$ cat src/rtl/stopwatch_pkg.sv
// Shared stopwatch definitions: state encoding, field limits
// and the display blink rule.
package stopwatch_pkg;

    typedef enum logic [1:0] {
        ST_IDLE   = 2'd0,
        ST_RUN    = 2'd1,
        ST_PAUSED = 2'd2,
        ST_ADJ    = 2'd3
    } state_t;

    localparam int unsigned MAX_MIN = 59;
    localparam int unsigned MAX_SEC = 59;

    // {blink_min, blink_sec} shown for a given state
    function automatic logic [1:0] blink_of(
        input state_t st,
        input logic   sel
    );
        logic [1:0] b;
        b = 2'b00;
        if (st == ST_ADJ) begin
            b = {~sel, sel};
        end else if (st == ST_PAUSED) begin
            b = 2'b11;
        end
        return b;
    endfunction

endpackage

$ cat src/rtl/stopwatch_ctrl_if.sv
// Controller-side bundle: debounced levels and ticks in,
// counter/display strobes and debug state out.
interface stopwatch_ctrl_if;

    logic       pause_db;
    logic       adj_db;
    logic       sel_db;
    logic       clr_db;
    logic       tick_1hz;
    logic       tick_2hz;
    logic       at_max;
    logic       cnt_en;
    logic       inc_min;
    logic       inc_sec;
    logic       clr;
    logic       blink_min;
    logic       blink_sec;
    logic [1:0] state;

    modport master (
        output pause_db, adj_db, sel_db, clr_db,
        output tick_1hz, tick_2hz, at_max,
        input  cnt_en, inc_min, inc_sec, clr,
        input  blink_min, blink_sec, state
    );

    modport slave (
        input  pause_db, adj_db, sel_db, clr_db,
        input  tick_1hz, tick_2hz, at_max,
        output cnt_en, inc_min, inc_sec, clr,
        output blink_min, blink_sec, state
    );

endinterface

$ cat src/rtl/stopwatch_ctrl_edge_detect.sv
// Rising-edge detector. The first cycle after reset only loads
// history, so a level held through reset never fires.
module edge_detect (
    input  logic clk,
    input  logic rst_n,
    input  logic din,
    output logic rise
);

    logic prev;
    logic armed;

    // track previous level; arm after first post-reset sample
    always_ff @(posedge clk or negedge rst_n) begin
        if (!rst_n) begin
            prev  <= 1'b0;
            armed <= 1'b0;
        end else begin
            prev  <= din;
            armed <= 1'b1;
        end
    end

    assign rise = armed & din & ~prev;

endmodule

$ cat src/rtl/stopwatch_ctrl.sv
// Stopwatch mode sequencer: decides when the mm:ss counter
// advances, is adjusted or cleared, and what blinks.
module stopwatch_ctrl
    import stopwatch_pkg::*;
#(
    parameter bit STOP_AT_MAX       = 1'b1,
    parameter bit ADJ_STEP_ON_ENTRY = 1'b1
) (
    input logic              clk,
    input logic              rst,
    stopwatch_ctrl_if.slave  bus
);

    state_t st;
    state_t ret_st;
    state_t adj_exit;
    logic   adj_inc;
    logic   pause_rise;
    logic   clr_rise;

    edge_detect u_pause (
        .clk   (clk),
        .rst_n (rst),
        .din   (bus.pause_db),
        .rise  (pause_rise)
    );

    edge_detect u_clr (
        .clk   (clk),
        .rst_n (rst),
        .din   (bus.clr_db),
        .rise  (clr_rise)
    );

    // an adjusted idle counter is no longer 00:00, so park it
    assign adj_exit = (ret_st == ST_IDLE && adj_inc) ?
                      ST_PAUSED : ret_st;

    assign bus.state = st;

    // mode FSM with registered strobes and blink flags
    always_ff @(posedge clk or negedge rst) begin
        if (!rst) begin
            st            <= ST_IDLE;
            ret_st        <= ST_IDLE;
            adj_inc       <= 1'b0;
            bus.cnt_en    <= 1'b0;
            bus.inc_min   <= 1'b0;
            bus.inc_sec   <= 1'b0;
            bus.clr       <= 1'b0;
            bus.blink_min <= 1'b0;
            bus.blink_sec <= 1'b0;
        end else begin
            bus.cnt_en  <= 1'b0;
            bus.inc_min <= 1'b0;
            bus.inc_sec <= 1'b0;
            bus.clr     <= 1'b0;
            {bus.blink_min, bus.blink_sec} <=
                blink_of(st, bus.sel_db);
            if (clr_rise) begin
                st      <= ST_IDLE;
                ret_st  <= ST_IDLE;
                adj_inc <= 1'b0;
                bus.clr <= 1'b1;
                {bus.blink_min, bus.blink_sec} <= 2'b00;
            end else if (bus.adj_db && st != ST_ADJ) begin
                ret_st  <= st;
                st      <= ST_ADJ;
                adj_inc <= ADJ_STEP_ON_ENTRY;
                if (ADJ_STEP_ON_ENTRY) begin
                    bus.inc_min <= ~bus.sel_db;
                    bus.inc_sec <= bus.sel_db;
                end
                {bus.blink_min, bus.blink_sec} <=
                    blink_of(ST_ADJ, bus.sel_db);
            end else if (!bus.adj_db && st == ST_ADJ) begin
                st <= adj_exit;
                {bus.blink_min, bus.blink_sec} <=
                    blink_of(adj_exit, bus.sel_db);
            end else begin
                unique case (st)
                    ST_IDLE: begin
                        if (pause_rise) begin
                            st <= ST_RUN;
                        end
                    end
                    ST_RUN: begin
                        if (pause_rise) begin
                            st <= ST_PAUSED;
                            {bus.blink_min, bus.blink_sec} <= 2'b11;
                        end else if (bus.tick_1hz) begin
                            if (bus.at_max && STOP_AT_MAX) begin
                                st <= ST_PAUSED;
                                {bus.blink_min, bus.blink_sec} <= 2'b11;
                            end else begin
                                bus.cnt_en <= 1'b1;
                            end
                        end
                    end
                    ST_PAUSED: begin
                        if (pause_rise) begin
                            st <= ST_RUN;
                            {bus.blink_min, bus.blink_sec} <= 2'b00;
                        end
                    end
                    ST_ADJ: begin
                        if (bus.tick_2hz) begin
                            adj_inc     <= 1'b1;
                            bus.inc_min <= ~bus.sel_db;
                            bus.inc_sec <= bus.sel_db;
                        end
                    end
                endcase
            end
        end
    end

endmodule

$ cat src/flat_wrapper.sv
// flat-port wrapper written by rule: the top's interface ports become plain ports
module stopwatch_ctrl_flat import stopwatch_pkg::*;
#(
    parameter bit STOP_AT_MAX       = 1'b1,
    parameter bit ADJ_STEP_ON_ENTRY = 1'b1
)
  (clk, rst, bus_pause_db, bus_adj_db, bus_sel_db, bus_clr_db, bus_tick_1hz, bus_tick_2hz, bus_at_max, bus_cnt_en, bus_inc_min, bus_inc_sec, bus_clr, bus_blink_min, bus_blink_sec, bus_state);
  stopwatch_ctrl_if bus_i ();
  input logic clk;
  input logic rst;
  input wire logic [$bits(bus_i.pause_db)-1:0] bus_pause_db;
  input wire logic [$bits(bus_i.adj_db)-1:0] bus_adj_db;
  input wire logic [$bits(bus_i.sel_db)-1:0] bus_sel_db;
  input wire logic [$bits(bus_i.clr_db)-1:0] bus_clr_db;
  input wire logic [$bits(bus_i.tick_1hz)-1:0] bus_tick_1hz;
  input wire logic [$bits(bus_i.tick_2hz)-1:0] bus_tick_2hz;
  input wire logic [$bits(bus_i.at_max)-1:0] bus_at_max;
  output wire logic [$bits(bus_i.cnt_en)-1:0] bus_cnt_en;
  output wire logic [$bits(bus_i.inc_min)-1:0] bus_inc_min;
  output wire logic [$bits(bus_i.inc_sec)-1:0] bus_inc_sec;
  output wire logic [$bits(bus_i.clr)-1:0] bus_clr;
  output wire logic [$bits(bus_i.blink_min)-1:0] bus_blink_min;
  output wire logic [$bits(bus_i.blink_sec)-1:0] bus_blink_sec;
  output wire logic [$bits(bus_i.state)-1:0] bus_state;
  assign bus_i.pause_db = bus_pause_db;
  assign bus_i.adj_db = bus_adj_db;
  assign bus_i.sel_db = bus_sel_db;
  assign bus_i.clr_db = bus_clr_db;
  assign bus_i.tick_1hz = bus_tick_1hz;
  assign bus_i.tick_2hz = bus_tick_2hz;
  assign bus_i.at_max = bus_at_max;
  assign bus_cnt_en = bus_i.cnt_en;
  assign bus_inc_min = bus_i.inc_min;
  assign bus_inc_sec = bus_i.inc_sec;
  assign bus_clr = bus_i.clr;
  assign bus_blink_min = bus_i.blink_min;
  assign bus_blink_sec = bus_i.blink_sec;
  assign bus_state = bus_i.state;
  stopwatch_ctrl #(.STOP_AT_MAX(STOP_AT_MAX), .ADJ_STEP_ON_ENTRY(ADJ_STEP_ON_ENTRY)) u_core (.clk(clk), .rst(rst), .bus(bus_i));
endmodule
$ cat config.mk
export PLATFORM = sky130hd
export DESIGN_NAME = stopwatch_ctrl_flat
export DESIGN_NICKNAME = d
export VERILOG_FILES = /design/src/rtl/stopwatch_pkg.sv /design/src/rtl/stopwatch_ctrl_if.sv /design/src/rtl/stopwatch_ctrl_edge_detect.sv /design/src/rtl/stopwatch_ctrl.sv /design/src/flat_wrapper.sv
export SDC_FILE = /design/constraint.sdc
export NUM_CORES = 1
export LEC_CHECK = 0
export BUFFER_PORTS_ARGS = -buffer_cell sky130_fd_sc_hd__buf_4
export CORE_MARGIN = 1
export CORE_UTILIZATION = 45
export DETAILED_ROUTE_END_ITERATION = 7
export GPL_TIMING_DRIVEN = 1
export HOLD_SLACK_MARGIN = 0.02
export PLACE_DENSITY = 0.68
export SLEW_MARGIN = 20
export SYNTH_ARGS = -nofsm -noshare
export SYNTH_HDL_FRONTEND = slang
export SYNTH_HIERARCHICAL = 1
export SYNTH_SLANG_ARGS = --single-unit
export TNS_END_PERCENT = 5
$ cat constraint.sdc
create_clock -name clk -period 2.05 [get_ports clk]
set_clock_uncertainty 0.05 [all_clocks]
set_input_delay 0.205 -clock clk [delete_from_list [all_inputs] [get_ports clk]]
set_output_delay 0.205 -clock clk [all_outputs]
set_load 0.02 [all_outputs]
# Word level (Yosys, flattened, before mapping)
# Index checks and enable logic that the tools add are counted.
[classes] n_eq_ne=10 n_bitwise=7 n_reduce_logical=13 mux=54
[op_table] op="$mux W1" n=37
[op_table] op="$mux W2" n=14
[op_table] op="$ne A6 B2 Y1 const B" n=2
[op_table] op="$eq A2 B2 Y1 const B" n=4
[op_table] op="$reduce_bool A3 Y1" n=2
[op_table] op="$ne A5 B1 Y1 const B" n=1
[op_table] op="$reduce_bool A5 Y1" n=1
[op_table] op="$and A1 B1 Y1" n=4
[op_table] op="$logic_not A2 Y1" n=2
[op_table] op="$pmux W1 S2" n=2
[op_table] op="$pmux W2 S2" n=1
[op_table] op="$reduce_and A4 Y1" n=1
[op_table] op="$logic_and A1 B1 Y1" n=3
[op_table] op="$ne A3 B1 Y1 const B" n=1
[op_table] op="$not A1 Y1" n=3
[op_table] op="$reduce_and A3 Y1" n=1
[op_table] op="$eq A2 B1 Y1 const B" n=1
[op_table] op="$ne A2 B2 Y1 const B" n=1
[op_table] op="$reduce_bool A2 Y1" n=1
[op_table] op="$reduce_or A2 Y1" n=1
[op_table] op="$logic_not A1 Y1" n=1
[totals] register_bits=14

# Depth between registers and ports, before layout
[logic_depth] depth_word=10 depth_mapped=7 mapped_depth_nobuf=6

# Hierarchy
# The synthesis kept the hierarchy.
[by_module_without_submodules] mod="stopwatch_ctrl" cells_per_inst=76 n_inst=1 area_per_inst_um2=691.9
[by_module_without_submodules] mod="edge_detect" cells_per_inst=4 n_inst=2 area_per_inst_um2=62.6

# Worst setup path before layout
# OpenSTA, ideal clock, no wires.
[synth_path] path_type="register to register" start="register u_core.st[1] (netlist: u_core/bus.state[1])" end="register u_core.st[1] (netlist: u_core/bus.state[1])" arrival_ns=1.724 path_slack_ns=0.151 setup_time_ns=0.125 required_ns=1.875 synth_period_minus_slack_ns=1.899 stages_incl_launch_ff=7 path_cell_list="dfrtp_1 -> ha_1 -> inv_1 -> ha_1 -> nor3_1 -> a22o_1 -> mux2_4"
[synth_via] elab_chain_cells=6 word_cells_on_any_way=17
[synth_rtl] element="start: declaration" line="stopwatch_ctrl.sv:14" source="state_t st;"
[synth_rtl] element="start signal: assignment" line="stopwatch_ctrl.sv:77" source="st <= adj_exit;"
[synth_rtl] element="$eq A2 B2 Y1 / $logic_not A2 Y1 (equally long branches)" line="stopwatch_ctrl.sv:81" source="unique case (st)"
[synth_rtl] element="$reduce_or A2 Y1 (no source line)"
[synth_rtl] element="$pmux W2 S2" line="stopwatch_ctrl.sv:81"
[synth_rtl] element="$mux W2" line="stopwatch_ctrl.sv:76" source="end else if (!bus.adj_db && st == ST_ADJ) begin"
[synth_rtl] element="$mux W2" line="stopwatch_ctrl.sv:66" source="end else if (bus.adj_db && st != ST_ADJ) begin"
[synth_rtl] element="$mux W2" line="stopwatch_ctrl.sv:60" source="if (clr_rise) begin"
# Parallel ways exist; a longest one is shown, timed or not.
# A chain may end at the register's enable or synchronous reset.

# Worst setup path in the final report
# Ends and elaborated chain as after synthesis.

==> impl_metrics.env <==
export IMPL_grt_use_met3_pct=3.67
export IMPL_core_area_um2=1710
export IMPL_antenna_found_initial=0
export IMPL_cts_num_sinks=15
export IMPL_status="completed"
export IMPL_slew_viol_final=0
export IMPL_diodes=0
export IMPL_dp_hpwl_um=1180
export IMPL_drc_errors=0
export IMPL_hold_violations=0
export IMPL_seq_area_frac_synth_pct=45.9
export IMPL_cts_buffers=3
export IMPL_synth_area_leaders="dfrtp_1, ha_1, a21oi_1"
export IMPL_leakage_nw=0.509
export IMPL_cts_tree="yes"
export IMPL_crit_arrival_ps=2080
export IMPL_grt_pass1_wl_um=2500
export IMPL_place_area_um2=975
export IMPL_grt_usage_pct=18.0
export IMPL_synth_edf_count=0
export IMPL_wirelength_um=1610
export IMPL_syn_inst=84
export IMPL_die_w_um=44.6
export IMPL_crit_end="u_core/bus.state[1]"
export IMPL_yosysMostFrequentCell="dfrtp_1"
export IMPL_r2r_start="u_core/bus.state[1]"
export IMPL_wire_per_inst_um=12.2
export IMPL_max_freq_mhz=512
export IMPL_dieArea_um2=1990
export IMPL_path_clk_slew_ps=90
export IMPL_hold_class="input pin to register"
export IMPL_grt_use_met2_pct=31.5
export IMPL_setup_worst_path_start="u_core/bus.state[1]"
export IMPL_nNetsFinal=123
export IMPL_grt_max_degree=16
export IMPL_async_flop_share_pct=100
export IMPL_post_cts_repair_setup_buffers=0
export IMPL_synthDistinctLibCells=33
export IMPL_synth_top_cell_by_area="dfrtp_1"
export IMPL_crit_path_top_delay_cell="dfrtp_1"
export IMPL_cp_max_fo=6
export IMPL_dp_cells=125
export IMPL_grt_pass1_vias=611
export IMPL_syn_to_final_growth_pct=26.5
export IMPL_via_per_inst=5.05
export IMPL_cellPowerDensity_nw_per_um2=1340
export IMPL_path_class="register to register"
export IMPL_setup_tns_ps=0
export IMPL_ios=17
export IMPL_port_buffer_count=16
export IMPL_worstRegToRegCells=6
export IMPL_avgSynthCellArea_um2=9.73
export IMPL_reg2reg_slack_ps=100
export IMPL_drtIter0Drc=15
export IMPL_drive_gt1_share_pct=24.3
export IMPL_initial_core_util_pct=47.8
export IMPL_finalCriticalPeriod_ps=1950
export IMPL_final_cells=132
export IMPL_clockBufferDepth=2
export IMPL_ant_nets=0
export IMPL_end_kind="register"
export IMPL_gp_congestion=0.795
export IMPL_netlist_area_leader_share_pct=45.9
export IMPL_crit_family="adder cells"
export IMPL_worstSetupPathDepth=6
export IMPL_synth_seq_cells=15
export IMPL_dieHeight_um=44.6
export IMPL_stdcell_area_um2=1030
export IMPL_gr_total_overflow=0
export IMPL_rr_endpoint="u_core/bus.state[1]"
export IMPL_postLayoutCoreUtil_pct=60.5
export IMPL_min_period_over_period_pct=95.3
export IMPL_timing_hold_ws_ps=80.9
export IMPL_cp_num_buf_inv=1
export IMPL_vias=667
export IMPL_synth_net_count=99
export IMPL_synth_common_cells="dfrtp_1, inv_1, a21oi_1"
export IMPL_cap_violations=0
export IMPL_dr_pass1_iters=4
export IMPL_top_usage_layer="met2"
export IMPL_setup_violations=0
export IMPL_synth_main_ff_cell="dfrtp_1"
export IMPL_grt_use_met1_pct=20.8
export IMPL_syn_cell_area_um2=817
export IMPL_cts_root_buf="clkbuf_4"
export IMPL_ir_worst_vdd_uv=777
export IMPL_crit_chain="ha_2 -> inv_1 -> ha_1 -> nor3_1 -> a22o_1 -> mux2_4"
export IMPL_critPathRequiredTime_ps=2170
export IMPL_slowest_delay_ps=450
export IMPL_worstSetupStartpointType="register"
export IMPL_clk_latency_ps=280
export IMPL_rsz0062_at_grt="no"
export IMPL_htreeDepth=1
export IMPL_placementRows=15
export IMPL_ys_warn_count=6
[worst min-delay path by stage]
| stage | depth (start not counted) | start | end | slack (ps) |
|---|---|---|---|---|
| final | 2 | bus_sel_db | u_core/bus.inc_min | 80 |
| after global routing | 2 | bus_sel_db | u_core/bus.inc_min | 70 |
| after CTS | 2 | bus_sel_db | u_core/bus.inc_min | 70 |
| after detailed placement | 1 | rst | u_core/bus.blink_sec | 20 |
| after global placement | 1 | rst | u_core/bus.blink_sec | 20 |
| after floorplan | 0 | rst | u_core/adj_inc | -140 |
[registers in the layout (all words and copies together), names as in the netlist]
register	cells
u_core/bus.blink_sec	1
u_core/bus.state	2
u_core/u_clr/prev	1
u_core/ret_st	2
u_core/u_clr/armed	1
u_core/bus.cnt_en	1
u_core/bus.inc_min	1
u_core/bus.inc_sec	1
u_core/adj_inc	1
u_core/bus.clr	1
u_core/bus.blink_min	1
u_core/u_pause/prev	1
u_core/u_pause/armed	1
[cell families after synthesis]
logic type      after synthesis  synth area share (%)
compound gates               22                  17.0
simple gates                 22                  14.9
flops                        15                  45.9
buf+inv                      13                  6.58
fa+ha+maj                     6                  9.19
mux                           4                  5.51
other cells                   2                 0.919
[power breakdown]
group	internal (mW)	leakage, nW	total [mW]	switching (mW)
clock network	0.0756	0.0150	0.168	0.0925
logic	0.357	0.312	0.769	0.412
registers	0.375	0.182	0.444	0.0684
total	0.808	0.509	1.38	0.573
[placed cells by master (no fill, tap or decap), types with 2 or more instances in the layout]
| master | count |
|---|---|
| buf_4 | 19 |
| dfrtp_1 | 15 |
| inv_1 | 9 |
| a21oi_1 | 7 |
| nor2_1 | 6 |
| nand2_1 | 5 |
| ha_1 | 5 |
| clkbuf_4 | 3 |
| dlygate4sd3_1 | 3 |
| o21ai_0 | 3 |
| mux2i_1 | 3 |
| o22ai_1 | 2 |
| nor3_1 | 2 |
| nor2b_1 | 2 |
| and3b_1 | 2 |
| conb_1 | 2 |
[what timing repair did]
action | 4_1_cts | 5_1_grt
hold buffers | 3 | 0
hold endpoints to repair | 17 | 0
endpoints found under the setup margin | 0 | 1
resized for setup | 0 | 1
[final cells by class]
type	count	area, µm²
clock buffer	4	26.3
tap	25	31.3
multi-input combinational	56	390
sequential	15	375
inverter	10	37.5
timing repair buffer	22	173
fill	147	674
[per-layer routing]
layer  up-vias  wire, µm
li1        333         -
met2        18       804
met4         0        22
met1       312       729
met5         -         0
met3         4        50
[through the flow]
stage	setup WS (ps)	total power, mW
after floorplan	151	0.983
after global placement	194	1.19
after detailed placement	118	1.20
after CTS	93.9	1.38
after global routing	15.4	1.48
final	96.5	1.38
[worst reg2reg max path, stage by stage, from the launching register on]
cell and delay (ps):
dfrtp_1 450, ha_2 270, inv_1 60, ha_1 190
nor3_1 260, a22o_1 250, mux2_4 320
Note: power is estimated with default switching activity, not from simulation.
